## config.mk

```make
export PLATFORM = sky130hd
export DESIGN_NAME = snd_mix_ctrl
export DESIGN_NICKNAME = d
export VERILOG_FILES = /design/src/rtl/snd_mix_ctrl.sv
export SDC_FILE = /design/constraint.sdc
export NUM_CORES = 1
export LEC_CHECK = 0
export BUFFER_PORTS_ARGS = -buffer_cell sky130_fd_sc_hd__buf_2
export CORE_ASPECT_RATIO = 1.5
export CORE_UTILIZATION = 61
export CTS_CLUSTER_SIZE = 8
export DETAILED_ROUTE_END_ITERATION = 6
export PLACE_DENSITY = 0.86
export SYNTH_ARGS = -nofsm -noshare
export SYNTH_HDL_FRONTEND = slang
export SYNTH_SLANG_ARGS = --single-unit
```

## constraint.sdc

```tcl
create_clock -name m2 -period 13 [get_ports m2]
set_clock_uncertainty 0.2 [all_clocks]
set_input_delay 1.95 -clock m2 [delete_from_list [all_inputs] [get_ports m2]]
set_output_delay 1.95 -clock m2 [all_outputs]
set_load 0.02 [all_outputs]
```

## src/rtl/snd_mix_ctrl.sv

```systemverilog
//------------------------------------------------------------------------------
// Module      : snd_mix_ctrl
// Description : Four-channel sound mixer. It scans the channels once per sample
//               period, applies a per-channel gain, saturates the sum and emits
//               offset-binary PCM. It also drives a master volume output.
//               Optional macro SND_MIX_RAMP_EN: volume_out ramps one step per tick.
// Revision    : 1.0 - initial release
//------------------------------------------------------------------------------
`default_nettype none

module snd_mix_ctrl #(
  parameter int DIV = 40
) (
  input  logic        m2,
  input  logic        rst,
  input  logic [3:0]  ch_valid,
  input  logic [63:0] ch_data,
  output logic [3:0]  ch_ready,
  input  logic        cfg_we,
  input  logic [2:0]  cfg_addr,
  input  logic [7:0]  cfg_data,
  output logic [15:0] pcm_out,
  output logic [7:0]  volume_out,
  output logic        sample_strobe
);

  localparam int c_DIV_W = 10;

  typedef enum logic [2:0] {
    S_IDLE = 3'd0,
    S_WAIT = 3'd1,
    S_SCAN = 3'd2,
    S_SAT  = 3'd3,
    S_OUT  = 3'd4
  } state_t;

  state_t               r_state;
  state_t               w_state_nxt;
  logic [c_DIV_W-1:0]   r_div;
  logic                 w_tick;
  logic [1:0]           r_slot;
  logic [3:0][7:0]      r_gain;
  logic [3:0][7:0]      r_sgain;
  logic [7:0]           r_master;
  logic                 r_enable;
  logic                 w_enable_nxt;
  logic signed [15:0]   r_hold [4];
  logic signed [18:0]   r_acc;
  logic signed [15:0]   r_sat;
  logic signed [15:0]   w_sample;
  logic signed [24:0]   w_prod;
  logic signed [18:0]   w_contrib;
  logic signed [15:0]   w_clamp;
  logic [7:0]           w_vol_target;

  assign w_tick = (r_div == c_DIV_W'(DIV - 1));

  // A control write in the same cycle as a tick must win over frame start.
  assign w_enable_nxt = (cfg_we && cfg_addr == 3'd5) ? cfg_data[0] : r_enable;

  assign w_sample  = ch_valid[r_slot] ? ch_data[{r_slot, 4'd0} +: 16] : r_hold[r_slot];
  assign w_prod    = w_sample * $signed({1'b0, r_sgain[r_slot]});
  assign w_contrib = 19'(w_prod >>> 7);

  always_comb begin
    w_clamp = r_acc[15:0];
    if (r_acc > 19'sd32767)
      w_clamp = 16'sh7FFF;
    else if (r_acc < -19'sd32768)
      w_clamp = 16'sh8000;
  end

  assign w_vol_target = r_enable ? r_master : 8'd0;

  always_ff @(posedge m2) begin
    if (rst) begin
      r_gain   <= {4{8'd128}};
      r_master <= 8'd0;
      r_enable <= 1'b0;
    end else if (cfg_we) begin
      case (cfg_addr)
        3'd0, 3'd1, 3'd2, 3'd3: r_gain[cfg_addr[1:0]] <= cfg_data;
        3'd4:                   r_master <= cfg_data;
        3'd5:                   r_enable <= cfg_data[0];
        default: ;
      endcase
    end
  end

  always_comb begin
    w_state_nxt = r_state;
    if (!w_enable_nxt) begin
      w_state_nxt = S_IDLE;
    end else begin
      case (r_state)
        S_IDLE: w_state_nxt = S_WAIT;
        S_WAIT: if (w_tick) w_state_nxt = S_SCAN;
        S_SCAN: if (r_slot == 2'd3) w_state_nxt = S_SAT;
        S_SAT:  w_state_nxt = S_OUT;
        S_OUT:  w_state_nxt = S_WAIT;
        default: w_state_nxt = S_IDLE;
      endcase
    end
  end

  always_comb begin
    ch_ready = 4'b0000;
    if (r_state == S_SCAN)
      ch_ready[r_slot] = ch_valid[r_slot];
  end

  always_ff @(posedge m2) begin
    if (rst) begin
      r_div         <= '0;
      r_state       <= S_IDLE;
      r_slot        <= 2'd0;
      r_sgain       <= {4{8'd128}};
      r_acc         <= '0;
      r_sat         <= '0;
      pcm_out       <= 16'h8000;
      sample_strobe <= 1'b0;
      for (int k = 0; k < 4; k++) r_hold[k] <= '0;
    end else begin
      r_div         <= w_tick ? '0 : r_div + 1'b1;
      r_state       <= w_state_nxt;
      sample_strobe <= 1'b0;
      if (w_state_nxt == S_IDLE) begin
        // Entering or staying idle also covers a mid-frame abort.
        r_slot  <= 2'd0;
        pcm_out <= 16'h8000;
        for (int k = 0; k < 4; k++) r_hold[k] <= '0;
      end else begin
        case (r_state)
          S_WAIT: begin
            if (w_tick) begin
              r_sgain <= r_gain;
              r_acc   <= '0;
              r_slot  <= 2'd0;
            end
          end
          S_SCAN: begin
            r_acc  <= r_acc + w_contrib;
            r_slot <= r_slot + 2'd1;
            if (ch_valid[r_slot])
              r_hold[r_slot] <= w_sample;
          end
          S_SAT: r_sat <= w_clamp;
          S_OUT: begin
            pcm_out       <= r_sat ^ 16'h8000;
            sample_strobe <= 1'b1;
          end
          default: ;
        endcase
      end
    end
  end

`ifdef SND_MIX_RAMP_EN
  always_ff @(posedge m2) begin
    if (rst)
      volume_out <= 8'd0;
    else if (w_tick) begin
      if (volume_out < w_vol_target)
        volume_out <= volume_out + 8'd1;
      else if (volume_out > w_vol_target)
        volume_out <= volume_out - 8'd1;
    end
  end
`else
  always_ff @(posedge m2) begin
    if (rst)
      volume_out <= 8'd0;
    else
      volume_out <= w_vol_target;
  end
`endif

endmodule

`default_nettype wire

```

Yosys cells after proc, flatten, opt, wreduce, memory -nomap -nowiden
Memory sizes are Yosys's and may differ from the RTL's. A register that Yosys moved wholly into a read port is not among the register bits.
Cells that the tools add are included.
Widths: inputs -> output; s select.
- register bits after elaboration: 148
- bits in writable memories: 64
- input port bits: 82
- memories: 1
- memory list (name ; words ; width ; read ports ; clocked after memory_dff ; wr ports ; line ; RTL):
    r_hold ; 4 ; 16 ; 1 ; 1 ; 4 ; 47 ; logic signed [15:0] r_hold [4];
- $add $sub $neg: 3
- multiply operators: 1
- $lt $le $gt $ge: 6
- equality and inequality tests: 12
- shift-type cells: 1
- muxes and demuxes: 42
- bitwise operators: 8
- reduce and logical (&&, ||, !) cells: 20
- operator list (cell ; number):
    $mux 16 ; 8
    $shiftx 64x7->16 ; 1
    $pmux 19 s2 ; 1
    $bwmux 32 ; 1
    $mul 16x9->25 ; 1
    $add 19x18->19 ; 1
    $gt 19x16->1 const B ; 1
    $lt 19x16->1 const B ; 1
    $mux 19 ; 1
    $bmux 8 s2 ; 1
    $demux 8 s2 ; 1
    $mux 8 ; 2
    $reduce_or 16->1 ; 1
    $mux 1 ; 15
    $eq 3x2->1 const B ; 4
    $pmux 3 s4 ; 1
    $add 10x1->10 const B ; 1
    $eq 10x6->1 const B ; 1
    $reduce_and 2->1 ; 5
    $eq 3x3->1 const B ; 3
    $logic_not 3->1 ; 3
    $mux 3 ; 3
    $mux 2 ; 4
    $reduce_or 2->1 ; 4
    17 further kinds ; 28

Depth between registers and ports, before layout
Gate-level depths: netlist of the first run.
- word-level depth: 10
- mapped depth: 37
- depth with buffers taken out: 32

Worst setup path after synthesis of the first run
OpenSTA, ideal clock, no wires.
- path kind: input port to flip-flop
- start point: input port ch_valid[3]
- end point: register r_acc[18]
- library setup time: 132 ps
- arrival time: 9268 ps
- path slack: 3400 ps
- stages on the path: 33
- buffers on the path: 3
- path through: mux4_2 > buf_4 > buf_1 > mux2i_1 > clkbuf_1 > nor2_1 > fa_1 > inv_1 > fa_1 > inv_1 > fa_1 > inv_1 > fa_1 > inv_1 > ha_1 > and4_1 > o2111ai_1 > or4b_1 > and2_4 > nor2b_1 > o21a_1 > o21a_1 > nor2_1 > ha_1 > nand2_1 > nand2_1 > o41ai_1 > o2111ai_1 > a41oi_1 > o21ai_0 > xnor2_1 > mux2i_1 > a21oi_1
- longest elaborated chain between the ends: 6
- ends and longest elaborated chain (what ; line ; RTL):
    from (decl) ; 16 ; input logic [3:0] ch_valid,
    $bmux 1 s2 ; 61 ; assign w_sample = ch_valid[r_slot] ? ch_data[{r_slot, 4'd0} +: 16] : r_hold[r_slot];
    $mux 1 (not written as such) ; 61 ;
    $mux 16 ; 61 ;
    $mul 16x9->25 ; 62 ; assign w_prod = w_sample * $signed({1'b0, r_sgain[r_slot]});
    $add 19x18->19 ; 142 ; r_acc <= r_acc + w_contrib;
    $pmux 19 s2 ; 133 ; case (r_state)
    to (signal assigned) ; 142 ;
    to (decl) ; 48 ; logic signed [18:0] r_acc;
No other way between the ends. The select of a mux whose other input is x is not followed.
A chain may end at the register's enable or synchronous reset.

Worst setup path after layout of the first run
Ends and elaborated chain as after synthesis.

==> metrics, run 1 <==
RSZ-0062 raised after global routing=false; detailed-router iteration count before antenna repair=5; sequential share of the synthesized area=34.87%; Syn Std Cell Area=about 14000 sq um; main flop type after synthesis=sky130_fd_sc_hd__dfxtp_1; flops & latches, synth=214; die boundary height=~190 um; final RePlAce weighted congestion=a little over 0.9; maximum frequency from static timing analysis=between 0.09 and 0.1 GHz; via/cell ratio=5.959; share of the synthesized area in the top cell type=between 20% and 30%; most common library cell in the layout ignoring fill and taps=sky130_fd_sc_hd__nand2_1; TritonCTS clock tree=done; largest cells by area after synthesis=sky130_fd_sc_hd__dfxtp_1, sky130_fd_sc_hd__fa_1, sky130_fd_sc_hd__edfxtp_1, sky130_fd_sc_hd__nand2_1, sky130_fd_sc_hd__ha_1; fin. max-slew vios=0; DRC errors left=0; path type of the worst min-delay path=reg2reg; CP Max Fanout=26; number of inserted filler cells in the final layout=1606; Worst Setup Start Kind=input pin; Post-synth EDFFs=64; cell type of the slowest stage on the worst timing path=sky130_fd_sc_hd__mux2i_1; worst endpoint required time=approximately 13 ns; number of distinct library cell variants in the gate-level netlist after synthesis=58; syn_nets=1777; measured slew at the worst slew-check pin=1.252 ns; total of hold buffers inserted after clock tree synthesis=0; first-pass GRT wire length=~56000 um; mean instance size in the synthesized netlist=between 9 and 10 sq um; fin crit share=78.29%; number of cells on the worst reg-to-reg path=31; number of antenna violations at the first check in global routing=2; FFs w/ async S/R, synth=0%; worst hold path cell count=1; pin count of the biggest net entering global routing=65; total global routing track utilization=roughly 30%; core area=roughly 23000 sq um; Synthesis Warnings=0; total leakage power=6.912 nW; number of placed I/O pins=111; data arrival time at the worst-slack endpoint=about 10 ns; aggregate global routing overflow=0; Crit path largest cell delay=0.83 ns; number of port buffers=110; area added between synthesis and finish=10.85%; effective utilization at floorplan=62.63%; Finish-stage setup viols=0; layout cell share with drive strength beyond 1=between 10% and 20%; worst slew margin relative to its limit=between 10% and 20%; overall die width=126.2 um; total number of vias=around 11k; WHS Endpoint=r_div[0]; share of synthesized cell area in and, or, nand and nor gates=roughly 18%; post-detailed-route wirelength per cell=18.26 um; startpoint of the worst register-to-register path=r_slot[0]; Place WS=approximately 2.3 ns; die area=between 20000 and 25000 sq um; adder and majority gate portion of the synthesized area=between 20% and 30%; clock transition at the register clock pins on the worst setup and hold paths after CTS=approximately 0.060 ns; pwr/cell area=~96 nW/um^2; minimum setup slack in the final design=2.822 ns; number of buffers between clock root and the deepest sink=3; total power=about 1.5 mW; register-to-register setup slack=between 3 and 4 ns; Max-Cap Viols=0; number of global-route vias before repair=12.03k; fraction of synthesized area in multiplexers=approximately 9.0%; Clk Latency, worst-skew pair=~0.56 ns; final wirelength=roughly 35000 um; start-to-end type of the worst setup path=in2reg; std cell rows=67; cells after synthesis=about 1.5k; min cycle time layout=10.18 ns; run status=complete, no violations; highest-count cells in the layout ignoring fill and taps=sky130_fd_sc_hd__nand2_1, sky130_fd_sc_hd__nor2_1, sky130_fd_sc_hd__inv_1, sky130_fd_sc_hd__dfxtp_1, sky130_fd_sc_hd__a21oi_1; clock root buffer=sky130_fd_sc_hd__clkbuf_16; hold path startpoint=r_div[0]; antenna-violating nets left=0; clock sinks=between 200 and 250; DP HPWL=between 20000 and 25000 um; hold violation total from the final report=0; library cell occupying the most area in the post-synthesis netlist=sky130_fd_sc_hd__dfxtp_1; VDD IR max=0.0001108 V; RR Endpoint=r_acc[18]; violation count after the first detailed-routing iteration=roughly 800; final sum of negative setup slack=0 ns; dominant combinational cell family by area after synthesis=adder cells; buffer count from post-CTS setup fixing=0; endpoint kind of the worst setup timing path=flop; PostCTS Resize Cnt=0; synthesized-area fraction occupied by ao, oa, aoi and oai cells=9.258%; number of H-tree levels=1; number of buffers created by CTS=30; fraction of synthesized cell area in xor and xnor cells=about 2.5%; number of nets at the end of the flow=~1.9k
## synth_stat cells, types with 12 or more instances
library cell and count:
sky130_fd_sc_hd__xnor2_1 24, sky130_fd_sc_hd__nor2b_1 13, sky130_fd_sc_hd__a21oi_1 122, sky130_fd_sc_hd__nand2b_1 40, sky130_fd_sc_hd__a21o_1 18, sky130_fd_sc_hd__o211ai_1 19, sky130_fd_sc_hd__inv_1 157, sky130_fd_sc_hd__nand2_1 246
sky130_fd_sc_hd__mux4_2 36, sky130_fd_sc_hd__edfxtp_1 64, sky130_fd_sc_hd__mux2i_1 33, sky130_fd_sc_hd__nor3_1 17, sky130_fd_sc_hd__o21ai_0 17, sky130_fd_sc_hd__nand3_1 14, sky130_fd_sc_hd__fa_1 102, sky130_fd_sc_hd__ha_1 69
sky130_fd_sc_hd__nor2_1 195, sky130_fd_sc_hd__and2_1 12, sky130_fd_sc_hd__dfxtp_1 150, sky130_fd_sc_hd__clkbuf_1 58
## layout make-up
class                   count  area (sq um)  area share [%]
clock inverters             1         30.03          0.1918
flip-flops and latches    214          4926           31.46
repair buffers            122         643.1           4.108
multi-input cells        1081          8325           53.18
clock buffers              40         788.3           5.035
diodes                      2         5.005         0.03197
inverters                 158         593.1           3.788
well taps                 276         345.3           2.206
## where the power goes
part           switching [mW]  internal, mW  leakage (nW)
Clock                   0.280         0.415         0.393
Sequential            0.00338         0.693          1.99
Combinational          0.0628        0.0412          4.53
Total                   0.346          1.15          6.91
## state kept, by name (all words and copies together), names as in the netlist, 2 cells and up, named ones only
register	flops
pcm_out	16
r_state	3
r_gain	32
r_slot	2
r_hold	64
r_sgain	32
r_master	8
r_acc	19
r_div	10
r_sat	16
volume_out	8
## per-layer routing
layer / wire length (um) / vias up / share of wire, % / track usage [%]
li1: - / 5180 / - / -
met1: 12210 / 5410 / 35 / 32.44
met2: 18100 / 523 / 52 / 53.89
met3: 2225 / 174 / 6.4 / 4.827
met4: 2043 / 0 / 5.9 / 18.95
met5: 0 / - / 0 / 0
## per-stage QoR
step | utilization (%) | instance area (sq um) | instances | hold slack (ns)
CTS | 69.41 | 15650 | 1892 | 0.2475
global placement | 65.78 | 14830 | 1851 | 0.2269
finish | 69.43 | 15660 | 1894 | 0.2471
floorplan | - | 14120 | 1524 | 0.2179
global route | 69.43 | 15660 | 1894 | 0.2658
detailed placement | 65.78 | 14830 | 1851 | 0.2409
## worst max path at each step
stage / from / end / slack [ns] / cells past startpoint
after detailed placement: ch_valid[3] / r_acc[18] / 2.34 / 31
after global routing: ch_valid[3] / r_acc[18] / 2.40 / 31
final: ch_valid[3] / r_acc[18] / 2.82 / 31
after CTS: ch_valid[3] / r_acc[18] / 2.91 / 31
after floorplan: ch_valid[3] / r_acc[18] / 3.40 / 33
after global placement: ch_valid[3] / r_acc[18] / 2.66 / 31
## kinds of logic after synthesis
logic type,after synthesis
simple gates,576
buf+inv,229
compound gates,217
flops,214
fa+ha+maj,171
mux,80
xor+xnor,37
## worst max-delay path, delay by kind of cell
kind                       cells  cell delay [ns]
buffers and inverters          5             0.33
and+or+nand+nor                8             1.57
muxes                          3             1.85
adders and majority gates      6             2.81
AOI/OAI and AO/OA              8             1.65
xor gates and xnor gates       1             0.21
Power figures use the tool's default switching activity.
==> run 2, diff against run 1 <==
Settings changed: ABC_AREA set to 1, CORE_UTILIZATION 61 to 62, PLACE_DENSITY 0.86 to 0.87.
Clock period 13 ns to 9.42 ns, I/O delays scaled along.
==> run 2 against run 1 <==
Sequential share of layout area fell by 0.76 points. Wire length up 4.6%. Power rose by 39%. Worst hold slack got worse by 0.021 ns. Critical endpoint unchanged.
==> metrics, run 2 <==
run status=complete, no violations; Max-Cap Viols=0; number of global-route vias before repair=~13k; clock sinks=about 210; number of placed I/O pins=111; final hold slack=0.2258 ns; met1 wire length=13250 um; die boundary height=between 150 and 200 um; Post-synth EDFFs=64; Post-Route Utilization=a little over two thirds; highest routing layer actually used=met4; Seq. cell area=just under 5000 sq um; register-to-register setup slack=roughly 1.1 ns; Met2 Wirelength=between 15000 and 20000 um; met3 WL post-DR=roughly 1900 um; TritonCTS clock tree=done; total of hold buffers inserted after clock tree synthesis=0; core area=around 23000 sq um; final RePlAce weighted congestion=0.9170; DP HPWL=~27000 um; area added between synthesis and finish=10.71%; register name with the most flops=r_hold; layout cell share with drive strength beyond 1=between 10% and 20%; highest-count cells in the layout ignoring fill and taps=sky130_fd_sc_hd__nor2_1, sky130_fd_sc_hd__nand2_1, sky130_fd_sc_hd__inv_1, sky130_fd_sc_hd__o21ai_0, sky130_fd_sc_hd__dfxtp_1; number of cells on the worst reg-to-reg path=37; largest cells by area after synthesis=sky130_fd_sc_hd__dfxtp_1, sky130_fd_sc_hd__fa_1, sky130_fd_sc_hd__edfxtp_1, sky130_fd_sc_hd__nor2_1, sky130_fd_sc_hd__nand2_1; library cell occupying the most area in the post-synthesis netlist=sky130_fd_sc_hd__dfxtp_1; largest registers=r_hold (64), r_gain (32), r_sgain (32); most common library cell in the layout ignoring fill and taps=sky130_fd_sc_hd__nor2_1; Synthesis Warnings=0; violation count after the first detailed-routing iteration=820; Crit path largest cell delay=0.67 ns; # placed instances=between 2k and 2.5k; FFs w/ async S/R, synth=0%; number of buffers created by CTS=30; cells after synthesis=1891; cell with the most instances after synthesis=sky130_fd_sc_hd__nor2_1; detailed-router iteration count before antenna repair=7; start-to-end type of the worst setup path=reg2reg; first-pass GRT wire length=between 60000 and 70000 um; pwr/cell area=roughly 130 nW/um^2; number of distinct library cell variants in the gate-level netlist after synthesis=between 40 and 50; number of H-tree levels=1; number of antenna diodes=0; startpoint of the worst register-to-register path=r_slot[0]; total leakage power=roughly 7.6 nW; Worst Path Buf+Inv=10; sequential share of the synthesized area=between 30 and 40%; number of buffers between clock root and the deepest sink=3; antenna-violating nets left=0; worst hold path cell count=2; Post-Layout Cell Count=~2.3k; endpoint kind of the worst setup timing path=flop; aggregate global routing overflow=0; cell repeated most along the worst path=sky130_fd_sc_hd__inv_1; flip-flop count of the largest register, all copies and words added=64; effective utilization at floorplan=63.09%; buffer count from post-CTS setup fixing=0; data arrival time at the worst-slack endpoint=~8.6 ns; main flop type after synthesis=sky130_fd_sc_hd__dfxtp_1; final sum of negative setup slack=0 ns; std cell rows=~70; overall die width=approximately 130 um; Syn Std Cell Area=between 10000 and 15000 sq um; number of nets at the end of the flow=2232; post-layout instance area=~16000 sq um; via/cell ratio=5.694; RSZ-0062 raised after global routing=false; total number of vias=roughly 13k; path type of the worst min-delay path=reg2reg; DRC errors left=0; cell type of the slowest stage on the worst timing path=sky130_fd_sc_hd__fa_1; pin count of the biggest net entering global routing=74; min cycle time layout=~8.3 ns; Clk Latency, worst-skew pair=approximately 0.57 ns; syn_nets=around 2.1k; measured slew at the worst slew-check pin=approximately 1.0 ns; number of inserted filler cells in the final layout=1733; fin crit share=88.47%; mean instance size in the synthesized netlist=7.664 sq um; VDD IR max=0.0001468 V; Worst Setup Start Kind=flop; gate family responsible for the most delay along the worst path=adder cells; hold violation total from the final report=0; Finish-stage setup viols=0; RR Endpoint=r_acc[18]; flops & latches, synth=~210; post-detailed-route wirelength per cell=about 16 um; share of the synthesized area in the top cell type=20.72%; die area=24000 sq um; area post-placement=approximately 15000 sq um; maximum frequency from static timing analysis=between 0.1 and 0.15 GHz; worst slew margin relative to its limit=30.78%; area of the multi-input gates=approximately 8300 sq um; worst endpoint required time=just under 10 ns; final wirelength=36170 um; WHS Endpoint=volume_out[7]; number of port buffers=110; hold path startpoint=r_master[7]; clock transition at the register clock pins on the worst setup and hold paths after CTS=approximately 0.050 ns; total global routing track utilization=roughly 31%; clock root buffer=sky130_fd_sc_hd__clkbuf_16; CP Max Fanout=31; PostCTS Resize Cnt=0; number of antenna violations at the first check in global routing=0; fin. max-slew vios=0; Synth top cells by count=sky130_fd_sc_hd__nor2_1, sky130_fd_sc_hd__nand2_1, sky130_fd_sc_hd__inv_1
==> run 2: cell types whose count changed after synthesis, moves of 14 or more <==
cell                       change
sky130_fd_sc_hd__nor2_1      +159
sky130_fd_sc_hd__o21ai_0     +134
sky130_fd_sc_hd__nand2_1      +88
sky130_fd_sc_hd__inv_1        +81
sky130_fd_sc_hd__nand3_1      +57
sky130_fd_sc_hd__nand2b_1     -40
sky130_fd_sc_hd__mux4_2       -36
sky130_fd_sc_hd__mux2i_1      -33
sky130_fd_sc_hd__o22ai_1      +30
sky130_fd_sc_hd__xnor2_1      -16
sky130_fd_sc_hd__nand2_2      +14
==> run 2: through the flow <==
| step | total power, mW | setup WS [ns] |
|---|---|---|
| CTS | 2.080 | 1.143 |
| detailed placement | 1.140 | 0.9918 |
| global route | 2.142 | 0.3995 |
| global placement | 1.135 | 1.268 |
| floorplan | 1.087 | 1.857 |
| finish | 2.078 | 1.086 |
==> run 2: power breakdown <==
group | internal [mW] | switching [mW] | leakage [nW]
combinational | 0.0505 | 0.106 | 5.25
clock | 0.572 | 0.380 | 0.393
sequential | 0.964 | 0.00598 | 1.98
==> run 2: logic make-up after synthesis <==
family,synth area share (%)
and+or+nand+nor,22.71
xor gates and xnor gates,1.692
DFF,33.98
AOI/OAI and AO/OA,12.83
adders and majority gates,20.05
buffers and inverters,8.737
==> run 2: area by class of cell <==
type,count,area share [%]
clock buffers,40,4.913
repair buffers,125,4.133
inverters,260,6.098
multi-input cells,1348,51.79
clock inverters,1,0.1871
well taps,280,2.183
flip-flops and latches,214,30.70
==> run 2: worst register-to-register path, delay by kind of cell (launching register included) <==
family	cells	cell delay [ns]
AO/OA/AOI/OAI	3	0.61
adder cells (fa/ha/maj)	6	2.98
buffers and inverters	10	1.63
flip-flops	1	0.63
AND/OR/NAND/NOR	18	2.15
==> run 2: worst max-delay path by stage <==
stage	start	endpoint	slack (ns)	cells past startpoint
finish	r_slot[0]	r_acc[18]	1.09	37
global route	r_slot[0]	r_acc[18]	0.40	36
CTS	r_slot[0]	r_acc[18]	1.14	36
detailed placement	ch_valid[1]	r_acc[18]	0.99	35
global placement	ch_valid[1]	r_acc[18]	1.27	35
floorplan	ch_valid[3]	r_acc[18]	1.86	36
==> run 2: per-layer routing <==
| layer | track usage, % | up-vias |
|---|---|---|
| li1 | - | 6194 |
| met1 | 33.40 | 6104 |
| met2 | 57.86 | 464 |
| met3 | 3.560 | 151 |
| met4 | 18.54 | 0 |
| met5 | 0 | - |
==> run 3, diff against run 2 <==
Settings changed: CORE_UTILIZATION 62 to 65, PLACE_DENSITY 0.87 to 0.9.
Clock period 9.42 ns to 9.96 ns, I/O delays scaled along.
==> run 3 against run 2 <==
First-iteration DRC count up 30%. Power down 4.5%. Wire length up 5.0%. Flip-flop and latch count unchanged. Utilization up 3.6 points. Clock power down 3.7%. Global-route usage up 3.7 points. Worst setup slack better by 0.35 ns. Final cell count down 0.49%. Via count up 1.3%. Combinational power down 4%. Critical path type unchanged. Largest power group unchanged. Highest routed layer unchanged.
==> metrics, run 3 (synthesis results as in run 2) <==
CP Max Fanout=32; path type of the worst min-delay path=reg2reg; number of nets at the end of the flow=around 2.2k; number of buffers created by CTS=30; share of total power in sequential cells=46.2%; run status=complete, no violations; measured slew at the worst slew-check pin=roughly 1.1 ns; PostCTS Resize Cnt=0; number of antenna diodes=0; number of buffers between clock root and the deepest sink=3; worst hold path cell count=2; effective utilization at floorplan=66.48%; die area=~23000 sq um; maximum frequency from static timing analysis=0.1173 GHz; total leakage power=approximately 7.6 nW; first-pass GRT wire length=62330 um; internal power component=between 1.5 and 2 mW; most common library cell in the layout ignoring fill and taps=sky130_fd_sc_hd__nor2_1; final wirelength=37970 um; worst slew margin relative to its limit=between 20% and 30%; fin crit share=a little under nine tenths; DP HPWL=27430 um; largest registers=r_hold (64), r_gain (32), r_sgain (32); register name with the most flops=r_hold; share of power burned in the clock network=~46%; Finish-stage setup viols=0; CP startpoint=r_slot[1]; detailed-router iteration count before antenna repair=6; die boundary height=184.9 um; cell type of the slowest stage on the worst timing path=sky130_fd_sc_hd__dfxtp_1; number of inserted filler cells in the final layout=around 1.6k; DRC errors left=0; overall die width=~120 um; core area=about 22000 sq um; combinational power share=under 10%; sw power=476.9 uW; data arrival time at the worst-slack endpoint=~8.8 ns; post-layout instance area=16020 sq um; fin. max-slew vios=0; number of cells on the worst reg-to-reg path=34; number of port buffers=110; post-detailed-route wirelength per cell=16.82 um; buffer count from post-CTS setup fixing=0; antenna-violating nets left=0; start-to-end type of the worst setup path=reg2reg; cell repeated most along the worst path=sky130_fd_sc_hd__inv_1; clock transition at the register clock pins on the worst setup and hold paths after CTS=about 0.05 ns; min cycle time layout=~8.5 ns; total power=approximately 2 mW; pin count of the biggest net entering global routing=between 70 and 80; final sum of negative setup slack=0 ns; flip-flop count of the largest register, all copies and words added=64; hold violation total from the final report=0; end point of the critical path=r_acc[18]; worst endpoint required time=~10 ns; Crit path largest cell delay=1.02 ns; highest-count cells in the layout ignoring fill and taps=sky130_fd_sc_hd__nor2_1, sky130_fd_sc_hd__nand2_1, sky130_fd_sc_hd__inv_1, sky130_fd_sc_hd__o21ai_0, sky130_fd_sc_hd__dfxtp_1; endpoint kind of the worst setup timing path=flop; number of H-tree levels=1; register-to-register setup slack=approximately 1.4 ns; clock root buffer=sky130_fd_sc_hd__clkbuf_16; Clk Latency, worst-skew pair=between 0.5 and 0.6 ns; violation count after the first detailed-routing iteration=around 1.1k; total global routing track utilization=between 30% and 40%; RR Endpoint=r_acc[18]; total of hold buffers inserted after clock tree synthesis=0; std cell rows=66; area post-placement=~15000 sq um; area of the multi-input gates=8309 sq um; layout cell share with drive strength beyond 1=approximately 10%; number of global-route vias before repair=~13k; switching share of total power=24.04%; Max-Cap Viols=0; number of antenna violations at the first check in global routing=0; pwr/cell area=approximately 120 nW/um^2; Post-Route Utilization=about three quarters; VDD IR max=about 0.00018 V; total number of vias=approximately 13k; RSZ-0062 raised after global routing=false; Seq. cell area=roughly 5000 sq um; number of placed I/O pins=approximately 110; aggregate global routing overflow=0; final RePlAce weighted congestion=between 0.9 and 1; via/cell ratio=just under 6; clock sinks=about 210; Worst Setup Start Kind=flop; startpoint of the worst register-to-register path=r_slot[1]; area added between synthesis and finish=10.56%; TritonCTS clock tree=done
-- run 3: power groups by stage --
stage	Combinational (mW)	Clock, mW	Sequential, mW
after floorplan	0.0960	0	0.933
after global placement	0.139	0	0.933
after detailed placement	0.144	0	0.934
after CTS	0.146	0.919	0.917
after global routing	0.167	0.956	0.918
final	0.150	0.917	0.917
-- run 3: worst min path at each step --
stage	from	endpoint	slack (ns)
floorplan	r_master[0]	volume_out[0]	0.22
global placement	r_master[0]	volume_out[0]	0.22
detailed placement	r_master[1]	volume_out[1]	0.22
CTS	r_master[1]	volume_out[1]	0.23
global route	r_master[1]	volume_out[1]	0.24
finish	r_master[1]	volume_out[1]	0.23
-- run 3: area by class of cell --
class,instances,share of cell area [%]
inverter,260,6.106
tap,272,2.124
timing repair buffer,122,3.998
multi-input combinational,1348,51.86
clock inverter,1,0.1874
sequential,214,30.74
clock buffer,40,4.982
-- run 3: routing by layer --
| layer | wire length (um) | global-route usage (%) |
|---|---|---|
| met4 | 2497 | 21.57 |
| met2 | 19390 | 61.78 |
| met5 | 0 | 0 |
| met1 | 13450 | 37.42 |
| met3 | 2635 | 6.250 |
-- run 3: per-stage QoR --
stage	cells	setup WS, ns	hold WS [ns]
2_1_floorplan	1891	2.316	0.2160
3_3_place_gp	2216	1.754	0.2230
3_5_place_dp	2216	1.492	0.2246
4_1_cts	2257	1.608	0.2316
5_1_grt	2257	0.7695	0.2442
6_report	2257	1.437	0.2305
-- run 3: worst max-delay path, delay by kind of cell (launching register included) --
kind	cells	cell delay, ns
buffers and inverters	9	1.45
AND/OR/NAND/NOR	16	2.12
flip-flops	1	1.02
AO/OA/AOI/OAI	3	0.60
adder cells (fa/ha/maj)	6	2.98
